[config.mk]
export PLATFORM = sky130hd
export DESIGN_NAME = adc_window_mon
export DESIGN_NICKNAME = d
export VERILOG_FILES = /design/src/rtl/adc_window_mon.sv
export SDC_FILE = /design/constraint.sdc
export NUM_CORES = 1
export LEC_CHECK = 0
export BUFFER_PORTS_ARGS = -buffer_cell sky130_fd_sc_hd__clkbuf_2
export CAP_MARGIN = 20
export CELL_PAD_IN_SITES_DETAIL_PLACEMENT = 0
export CELL_PAD_IN_SITES_GLOBAL_PLACEMENT = 1
export CORE_MARGIN = 3
export CORE_UTILIZATION = 36
export DETAILED_ROUTE_END_ITERATION = 8
export PLACE_DENSITY = 0.69
export SLEW_MARGIN = 10
export SYNTH_ARGS = -nofsm -noshare
export SYNTH_HDL_FRONTEND = slang
export SYNTH_SLANG_ARGS = --single-unit
[constraint.sdc]
create_clock -name clk -period 3.7 [get_ports clk]
set_clock_uncertainty 0.2 [all_clocks]
set_input_delay 0.37 -clock clk [delete_from_list [all_inputs] [get_ports clk]]
set_output_delay 0.37 -clock clk [all_outputs]
set_load 0.02 [all_outputs]
[src/rtl/adc_window_mon.sv]
// Windowed ADC monitor: accumulates 2^LOG_WIN strobed samples and reports
// mean, min, max and full-scale clip count once per window.
module adc_window_mon #(
    parameter int unsigned LOG_WIN = 10
) (
    input  logic               clk,
    input  logic               rst_n,
    input  logic               strobe,
    input  logic [15:0]        adc,
    input  logic               start,
    input  logic               abort,
    output logic               busy,
    output logic               done,
    output logic [15:0]        mean,
    output logic [15:0]        min,
    output logic [15:0]        max,
    output logic [LOG_WIN:0]   clip_cnt
);

    localparam int unsigned SUMW = 16 + LOG_WIN;
    localparam logic [LOG_WIN:0] CNT_LAST = (LOG_WIN + 1)'((1 << LOG_WIN) - 1);

    typedef enum logic [1:0] {IDLE, ACC, FIN} state_t;

    state_t                  r_state;
    state_t                  w_next;
    logic signed [SUMW-1:0]  r_sum;
    logic [LOG_WIN:0]        r_cnt;
    logic [LOG_WIN:0]        r_clip;
    logic signed [15:0]      r_min_run;
    logic signed [15:0]      r_max_run;
    logic                    r_done;
    logic [15:0]             r_mean;
    logic [15:0]             r_min;
    logic [15:0]             r_max;
    logic [LOG_WIN:0]        r_clip_out;

    logic                    w_begin;
    logic                    w_accept;
    logic                    w_last;
    logic                    w_clip;
    logic signed [15:0]      w_adc;
    logic signed [SUMW-1:0]  w_adc_ext;
    logic signed [SUMW-1:0]  w_mean_full;

    assign w_adc       = adc;
    assign w_adc_ext   = SUMW'(w_adc);
    assign w_begin     = (r_state == IDLE) && start && !abort;
    // abort wins over a coincident sample, including the final one
    assign w_accept    = (r_state == ACC) && strobe && !abort;
    assign w_last      = w_accept && (r_cnt == CNT_LAST);
    assign w_clip      = (adc == 16'h7FFC) || (adc == 16'h8000);
    assign w_mean_full = r_sum >>> LOG_WIN;

    always_ff @(posedge clk) begin
        if (!rst_n) begin
            r_state <= IDLE;
        end else begin
            r_state <= w_next;
        end
    end

    always_comb begin
        w_next = r_state;
        unique case (r_state)
            IDLE: if (w_begin) w_next = ACC;
            ACC: begin
                if (abort) begin
                    w_next = IDLE;
                end else if (w_last) begin
                    w_next = FIN;
                end
            end
            FIN:     w_next = IDLE;
            default: w_next = IDLE;
        endcase
    end

    always_comb begin
        busy = (r_state == ACC);
    end

    always_ff @(posedge clk) begin
        if (!rst_n) begin
            r_sum      <= '0;
            r_cnt      <= '0;
            r_clip     <= '0;
            r_min_run  <= '0;
            r_max_run  <= '0;
            r_done     <= 1'b0;
            r_mean     <= '0;
            r_min      <= '0;
            r_max      <= '0;
            r_clip_out <= '0;
        end else begin
            r_done <= 1'b0;
            if (w_begin) begin
                r_sum     <= '0;
                r_cnt     <= '0;
                r_clip    <= '0;
                r_min_run <= 16'sh7FFF;
                r_max_run <= -16'sh8000;
            end else if (w_accept) begin
                r_sum <= r_sum + w_adc_ext;
                r_cnt <= r_cnt + 1'b1;
                if (w_clip) r_clip <= r_clip + 1'b1;
                if (w_adc < r_min_run) r_min_run <= w_adc;
                if (w_adc > r_max_run) r_max_run <= w_adc;
            end else if (r_state == FIN) begin
                r_done     <= 1'b1;
                r_mean     <= w_mean_full[15:0];
                r_min      <= r_min_run;
                r_max      <= r_max_run;
                r_clip_out <= r_clip;
            end
        end
    end

    assign done     = r_done;
    assign mean     = r_mean;
    assign min      = r_min;
    assign max      = r_max;
    assign clip_cnt = r_clip_out;

endmodule

==> flow_metrics.py, run 1 <==
metrics = {
    "cts": {
        "clk_pin_slew_ns": 0.07,
        "clock_latency_ns": 0.42,
        "hold_buffers": 0,
        "htreeDepth": 4,
        "cts-root-buf": "clkbuf_16",
        "cts.repair.resized": 0,
        "cts_tree": "done",
        "cts_buffer_depth": 2,
        "cts_inserted_buffers": 17,
        "post_cts_buffers": 0,
        "cts_sinks": 142,
    },
    "timing": {
        "fin_ws_ns": 0.837,
        "finalCritPeriodShare": 0.774,
        "worst_pin_slew_ns": 0.643,
        "period_needed_ns": 2.86,
        "setup_tns_ns": 0,
        "hold_viol": 0,
        "slew_headroom": 0.570,
        "rsz0062_at_grt": "false",
        "timing.fmax_ghz": 0.349,
        "setup_viol": 0,
        "maxSlewViolCount": 0,
    },
    "placed_design": {
        "place_area_um2": 8280,
        "post-dp-hpwl_mm": 13.7,
        "gp_congestion": 0.880,
        "placed_cells": 1225,
        "port_buffers": 81,
        "post-place-ws_ns": 0.609,
    },
    "setup_path": {
        "path_cells": "ha_1 -> fa_1 -> a211oi_1 -> nor3_1 -> o21ai_1 -> a211oi_1 -> nor2_1 -> nor4_1 -> a311o_1",
        "path_buf_inv": 0,
        "worst_ep_required_time_ns": 3.81,
        "crit_top_cell": "a211oi_1",
        "cpMaxStageDelayCell": "fa_1",
        "critical_path_class": "reg2reg",
        "cp_max_fo": 4,
        "cp-start-kind": "flop",
        "rrSetupSlack_ns": 0.84,
        "cp.arrival_ns": 2.97,
        "cp-startpoint": "r_sum[0]$_SDFFE_PP0P_",
        "cpLargestDelayFamily": "compound AO/OA/AOI/OAI gates",
        "cp-end-kind": "flop",
        "cpPeakStageDelay_ns": 0.42,
        "timing.rr.start": "r_sum[0]$_SDFFE_PP0P_",
    },
    "worst_hold_path": {
        "min_from": "abort",
        "hp-class": "in2reg",
    },
    "power_and_ir_drop": {
        "combPwrFrac": 0.085,
        "p_int_w": 0.00255,
        "power_density_nw_per_um2": 393,
        "p_leak_nw": 3.39,
        "seqPwrFrac": 0.450,
        "switchingPower_w": 0.000925,
        "clkPwrFrac": 0.464,
        "ir_drop_v": 0.000207,
        "switching_share": 0.267,
    },
    "drt": {
        "drtPass1Iterations": 4,
        "ant_nets": 0,
        "drt_wl_total_mm": 19.4,
        "drt_iter0_drc": 337,
        "vias_per_cell": 5.05,
        "routedWlPerCell_um": 15.4,
        "drc": 0,
        "via_count": 6345,
    },
    "global_route": {
        "grt_max_degree": 56,
        "grt_pass1_wl_mm": 31.9,
        "grt_antenna_before_repair": 0,
        "grt_pass1_vias": 6243,
        "grt_usage": 0.175,
        "overflow": 0,
    },
    "synthesis": {
        "netlist_area_um2": 7650,
        "async_flop_share": 0,
        "synth_cells": 906,
        "synth_edf_count": 0,
        "synth_ff_type": "dfxtp_1",
        "avgSynthCellArea_um2": 8.44,
        "yosys.cell_types.count": 68,
        "syn_nets": 986,
        "seq_area_frac_synth": 0.372,
        "synth_seq_cells": 142,
        "yosysWarnings": 0,
    },
    "layout": {
        "antenna_cells": 0,
        "nFillCells": 2180,
        "ff_latch_area_um2": 2840,
        "area_delta_synth_final_pct": 15.4,
        "nets": 1054,
        "finalNonFillerCells": 1257,
        "drive_gt1_frac": 0.147,
        "multi_input_area_um2": 4470,
        "finalInstanceArea_um2": 8820,
        "utilization": 0.429,
    },
    "die": {
        "io_pins": 82,
        "core.rowCount": 52,
        "start_util": 0.372,
        "core_area_um2": 20600,
        "dieArea_um2": 23000,
        "die_y_um": 152,
        "chipWidth_um": 152,
    },
    "outcome": {
        "status": "finished, final reports clean",
    },
    "run": {
        "max-cap-violations": 0,
    },
}
==> worst min-delay path: stages <==
cell,delay [ns]
clkbuf_2,0.11
nor3b_2,0.07
nand2_1,0.06
nor2_1,0.04
==> final timing paths <==
path,to,cells past startpoint
worst max-delay path,r_sum[16]$_SDFFE_PP0P_,9
worst min-delay path,r_state[1]$_SDFFE_PN0P_,4
worst max register to register,r_sum[16]$_SDFFE_PP0P_,9
worst min register to register,mean[2]$_SDFFE_PN0P_,2
==> per-stage QoR <==
| stage | hold WS [ns] | power [W] |
|---|---|---|
| after floorplan | 0.231 | 0.00180 |
| after global placement | 0.243 | 0.00189 |
| after detailed placement | 0.246 | 0.00189 |
| after CTS | 0.0672 | 0.00351 |
| after global routing | 0.0877 | 0.00361 |
| final | 0.0801 | 0.00347 |
==> final cells by class <==
type / count / share of cell area
Timing Repair Buffer: 92 / 0.0553
Tap cell: 270 / 0.0383
Sequential cell: 142 / 0.322
Clock buffer: 18 / 0.0498
Multi-Input combinational cell: 684 / 0.507
Inverter: 37 / 0.0157
Clock inverter: 14 / 0.0122
==> flip-flops by register name (all words and copies together) (netlist names) <==
name and cells:
min 16, max 16, r_cnt 11, r_state 2, r_min_run 16, done 1
clip_cnt 11, mean 16, r_sum 26, r_clip 11, r_max_run 16
==> cells in the mapped netlist (12+ instances only) <==
cell type    n  area share
a21boi_1    17       0.017
xor2_1      19       0.022
clkbuf_1    35       0.017
xnor2_1     12       0.014
nand3_1     12      0.0079
o21ai_0     25       0.016
nor3_1      13      0.0085
ha_1        58       0.095
dfxtp_1    142        0.37
nand2_1    188       0.092
nand4_1     17       0.014
a21boi_0    61       0.060
mux2i_1     36       0.047
inv_1       37       0.018
nor2_1      62       0.030
a21oi_1     48       0.031
==> routing by layer <==
metal  part of all wire  GRT usage  vias up  wire (um)
met5                  0          0        -          0
met4              0.011     0.0449        0        215
met3              0.038     0.0324       16        728
met2               0.45      0.287      105       8730
met1               0.50      0.237     2945       9690
li1                   -          -     3279          -
==> layout by cell type, fill, tap and decap left out, types with 5 or more instances in the layout <==
cell type / n
and2_1: 7
xor2_1: 19
a211oi_1: 10
a21oi_1: 48
a21boi_0: 61
nor2_1: 62
nor3_1: 13
nand2_1: 187
nand3_1: 12
buf_4: 11
o21ai_1: 6
mux2i_1: 36
ha_1: 58
o21ai_0: 25
a21boi_1: 17
clkbuf_2: 81
dfxtp_1: 142
nand4_1: 17
and3_1: 11
a21o_1: 11
inv_1: 37
clkbuf_16: 17
o21a_1: 5
nor4_1: 6
xnor2_1: 12
==> kinds of logic (layout without fill, tap and decap cells) <==
family          Yosys count  after routing  share of synthesized area
simple gates            344            344                      0.204
fa+ha+maj                59             59                     0.0975
mux                      36             36                     0.0471
buf+inv                  80            161                     0.0455
flops                   142            142                      0.372
compound gates          214            214                      0.199
xor+xnor                 31             31                     0.0355
==> power by group through the flow <==
stage          combinational, W  sequential, W  clock (W)
6_report               0.000295        0.00156    0.00161
5_1_grt                0.000334        0.00157    0.00171
4_1_cts                0.000299        0.00156    0.00165
3_5_place_dp           0.000296        0.00160          0
3_3_place_gp           0.000296        0.00160          0
2_1_floorplan          0.000206        0.00159          0
Note: power is estimated with default switching activity, not from simulation.
==> inputs of run 2 (changes only) <==
Settings changed: PLACE_DENSITY 0.69 to 0.71.
Clock period 3.7 ns to 2.6 ns, I/O delays scaled along.
==> flow_metrics.py, run 2 (synthesized netlist as in run 1, its figures left out) <==
metrics = {
    "layout": {
        "finalNonFillerCells": 1340,
        "regMostFlops": "r_sum",
        "largest_reg_flops": 26,
        "nets": 1138,
        "antenna_cells": 0,
        "drive_gt1_frac": 0.240,
        "layout_commonest_cell": "nand2_1",
        "area_delta_synth_final_pct": 27.7,
        "layout_common_cells": "nand2_1, dfxtp_1, buf_4",
        "utilization": 0.475,
    },
    "setup_path": {
        "cpPeakStageDelay_ns": 0.42,
        "timing.rr.start": "r_max_run[11]$_SDFFE_PP0P_",
        "cpMaxStageDelayCell": "or3_4",
        "rrSetupSlack_ns": 0.04,
        "cp-end-kind": "flop",
        "critical_path_class": "reg2reg",
        "cp.arrival_ns": 2.66,
        "path_cells": "inv_2 -> ha_4 -> nand4_4 -> or3_4 -> a21oi_4 -> nor4_4 -> a211oi_4 -> clkbuf_16 -> mux2i_1 -> nor2_1",
        "path_buf_inv": 2,
        "cp-start-kind": "flop",
        "r2r_end": "r_max_run[6]$_SDFFE_PP0P_",
        "cp_max_fo": 7,
        "worst_ep_required_time_ns": 2.70,
        "cpLargestDelayFamily": "simple AND/OR/NAND/NOR gates",
        "reg2reg_depth": 10,
    },
    "global_route": {
        "grt_antenna_before_repair": 0,
        "grt_pass1_vias": 6404,
        "overflow": 0,
        "grt_max_degree": 60,
        "grt_usage": 0.177,
        "grt_pass1_wl_mm": 32.4,
    },
    "cts": {
        "cts_inserted_buffers": 17,
        "clock_latency_ns": 0.43,
        "clk_pin_slew_ns": 0.06,
        "cts_sinks": 142,
        "cts_buffer_depth": 2,
        "hold_buffers": 0,
        "htreeDepth": 4,
        "cts-root-buf": "clkbuf_16",
        "cts_tree": "done",
    },
    "timing": {
        "fin_ws_ns": 0.0392,
        "finalCritPeriodShare": 0.985,
        "timing.fmax_ghz": 0.391,
        "setup_tns_ns": 0,
        "period_needed_ns": 2.56,
        "worst_pin_slew_ns": 0.704,
        "rsz0062_at_grt": "true",
        "hold_viol": 0,
        "setup_viol": 0,
        "slew_headroom": 0.529,
        "maxSlewViolCount": 0,
    },
    "placed_design": {
        "post-dp-hpwl_mm": 14.7,
        "post-place-ws_ns": -0.217,
        "port_buffers": 81,
        "gp_congestion": 0.889,
        "placed_cells": 1304,
    },
    "power_and_ir_drop": {
        "fin_total_pwr_w": 0.00534,
        "combPwrFrac": 0.098,
        "ir_drop_v": 0.000407,
        "switchingPower_w": 0.00130,
        "switching_share": 0.243,
        "power_density_nw_per_um2": 547,
        "seqPwrFrac": 0.417,
        "p_leak_nw": 3.86,
        "p_int_w": 0.00404,
        "clkPwrFrac": 0.486,
    },
    "drt": {
        "drt_iter0_drc": 345,
        "ant_nets": 0,
        "drc": 0,
        "drtPass1Iterations": 4,
        "routedWlPerCell_um": 15.0,
        "vias_per_cell": 5.00,
        "via_count": 6697,
        "drt_wl_total_mm": 20.1,
    },
    "die": {
        "io_pins": 82,
        "core.rowCount": 52,
        "start_util": 0.372,
        "chipWidth_um": 152,
        "dieArea_um2": 23000,
        "core_area_um2": 20600,
        "die_y_um": 152,
    },
    "worst_hold_path": {
        "holdPathStages": 3,
        "min_to": "r_max_run[5]$_SDFFE_PP0P_",
        "min_from": "adc[5]",
        "hp-class": "in2reg",
    },
    "run": {
        "max-cap-violations": 0,
    },
    "outcome": {
        "status": "finished, final reports clean",
    },
}
[run 2: how the worst max path moves through the flow]
stage                                     startpoint                          to  slack (ns)  cells past startpoint
after floorplan           r_max_run[15]$_SDFFE_PN0P_  r_max_run[12]$_SDFFE_PP0P_        0.04                     10
after global placement                        adc[0]      r_sum[24]$_SDFFE_PP0P_       -0.16                     10
after detailed placement                      adc[0]      r_sum[24]$_SDFFE_PP0P_       -0.22                     10
after CTS                      r_sum[0]$_SDFFE_PP0P_      r_sum[24]$_SDFFE_PP0P_        0.03                      9
after global routing       r_max_run[8]$_SDFFE_PP0P_   r_max_run[8]$_SDFFE_PP0P_       -0.07                     10
final                     r_max_run[11]$_SDFFE_PP0P_   r_max_run[6]$_SDFFE_PP0P_        0.04                     10
[run 2: layer usage]
layer  share of wire  GRT usage  vias to the layer above
li1                -          -                     3458
met1            0.48      0.233                     3106
met2            0.46      0.287                      112
met3           0.042     0.0396                       21
met4           0.019     0.0593                        0
met5               0          0                        -
[run 2: layout make-up]
type / count / area, um2
Timing Repair Buffer: 176 / 1200
Tap cell: 270 / 338
Clock buffer: 18 / 429
Fill cell: 1999 / 10800
Inverter: 37 / 139
Sequential cell: 142 / 2860
Multi-Input combinational cell: 684 / 4620
Clock inverter: 13 / 189
[run 2: power groups by stage]
stage                     logic (W)  registers [W]  clock network [W]
after CTS                  0.000503        0.00222            0.00265
after global placement     0.000500        0.00227                  0
final                      0.000522        0.00223            0.00259
after detailed placement   0.000499        0.00227                  0
after global routing       0.000579        0.00223            0.00276
after floorplan            0.000293        0.00227                  0
[run 2: tightest hold or removal path, stage by stage]
cell and delay [ns]:
clkbuf_2 0.19, mux2i_1 0.10, nor2_1 0.07
[run 2: stage by stage]
stage                     hold slack [ns]  cell area (um2)
after floorplan                     0.207             7650
after global placement              0.243             8930
after detailed placement            0.251             8930
after CTS                          0.0139             9570
after global routing               0.0421             9770
final                              0.0355             9770
[run 2: repair_timing]
action,in CTS,in global routing
setup buffers,0,4
resized for setup,4,30
pin swaps,1,16
gates cloned,0,1
setup endpoints to repair,5,22
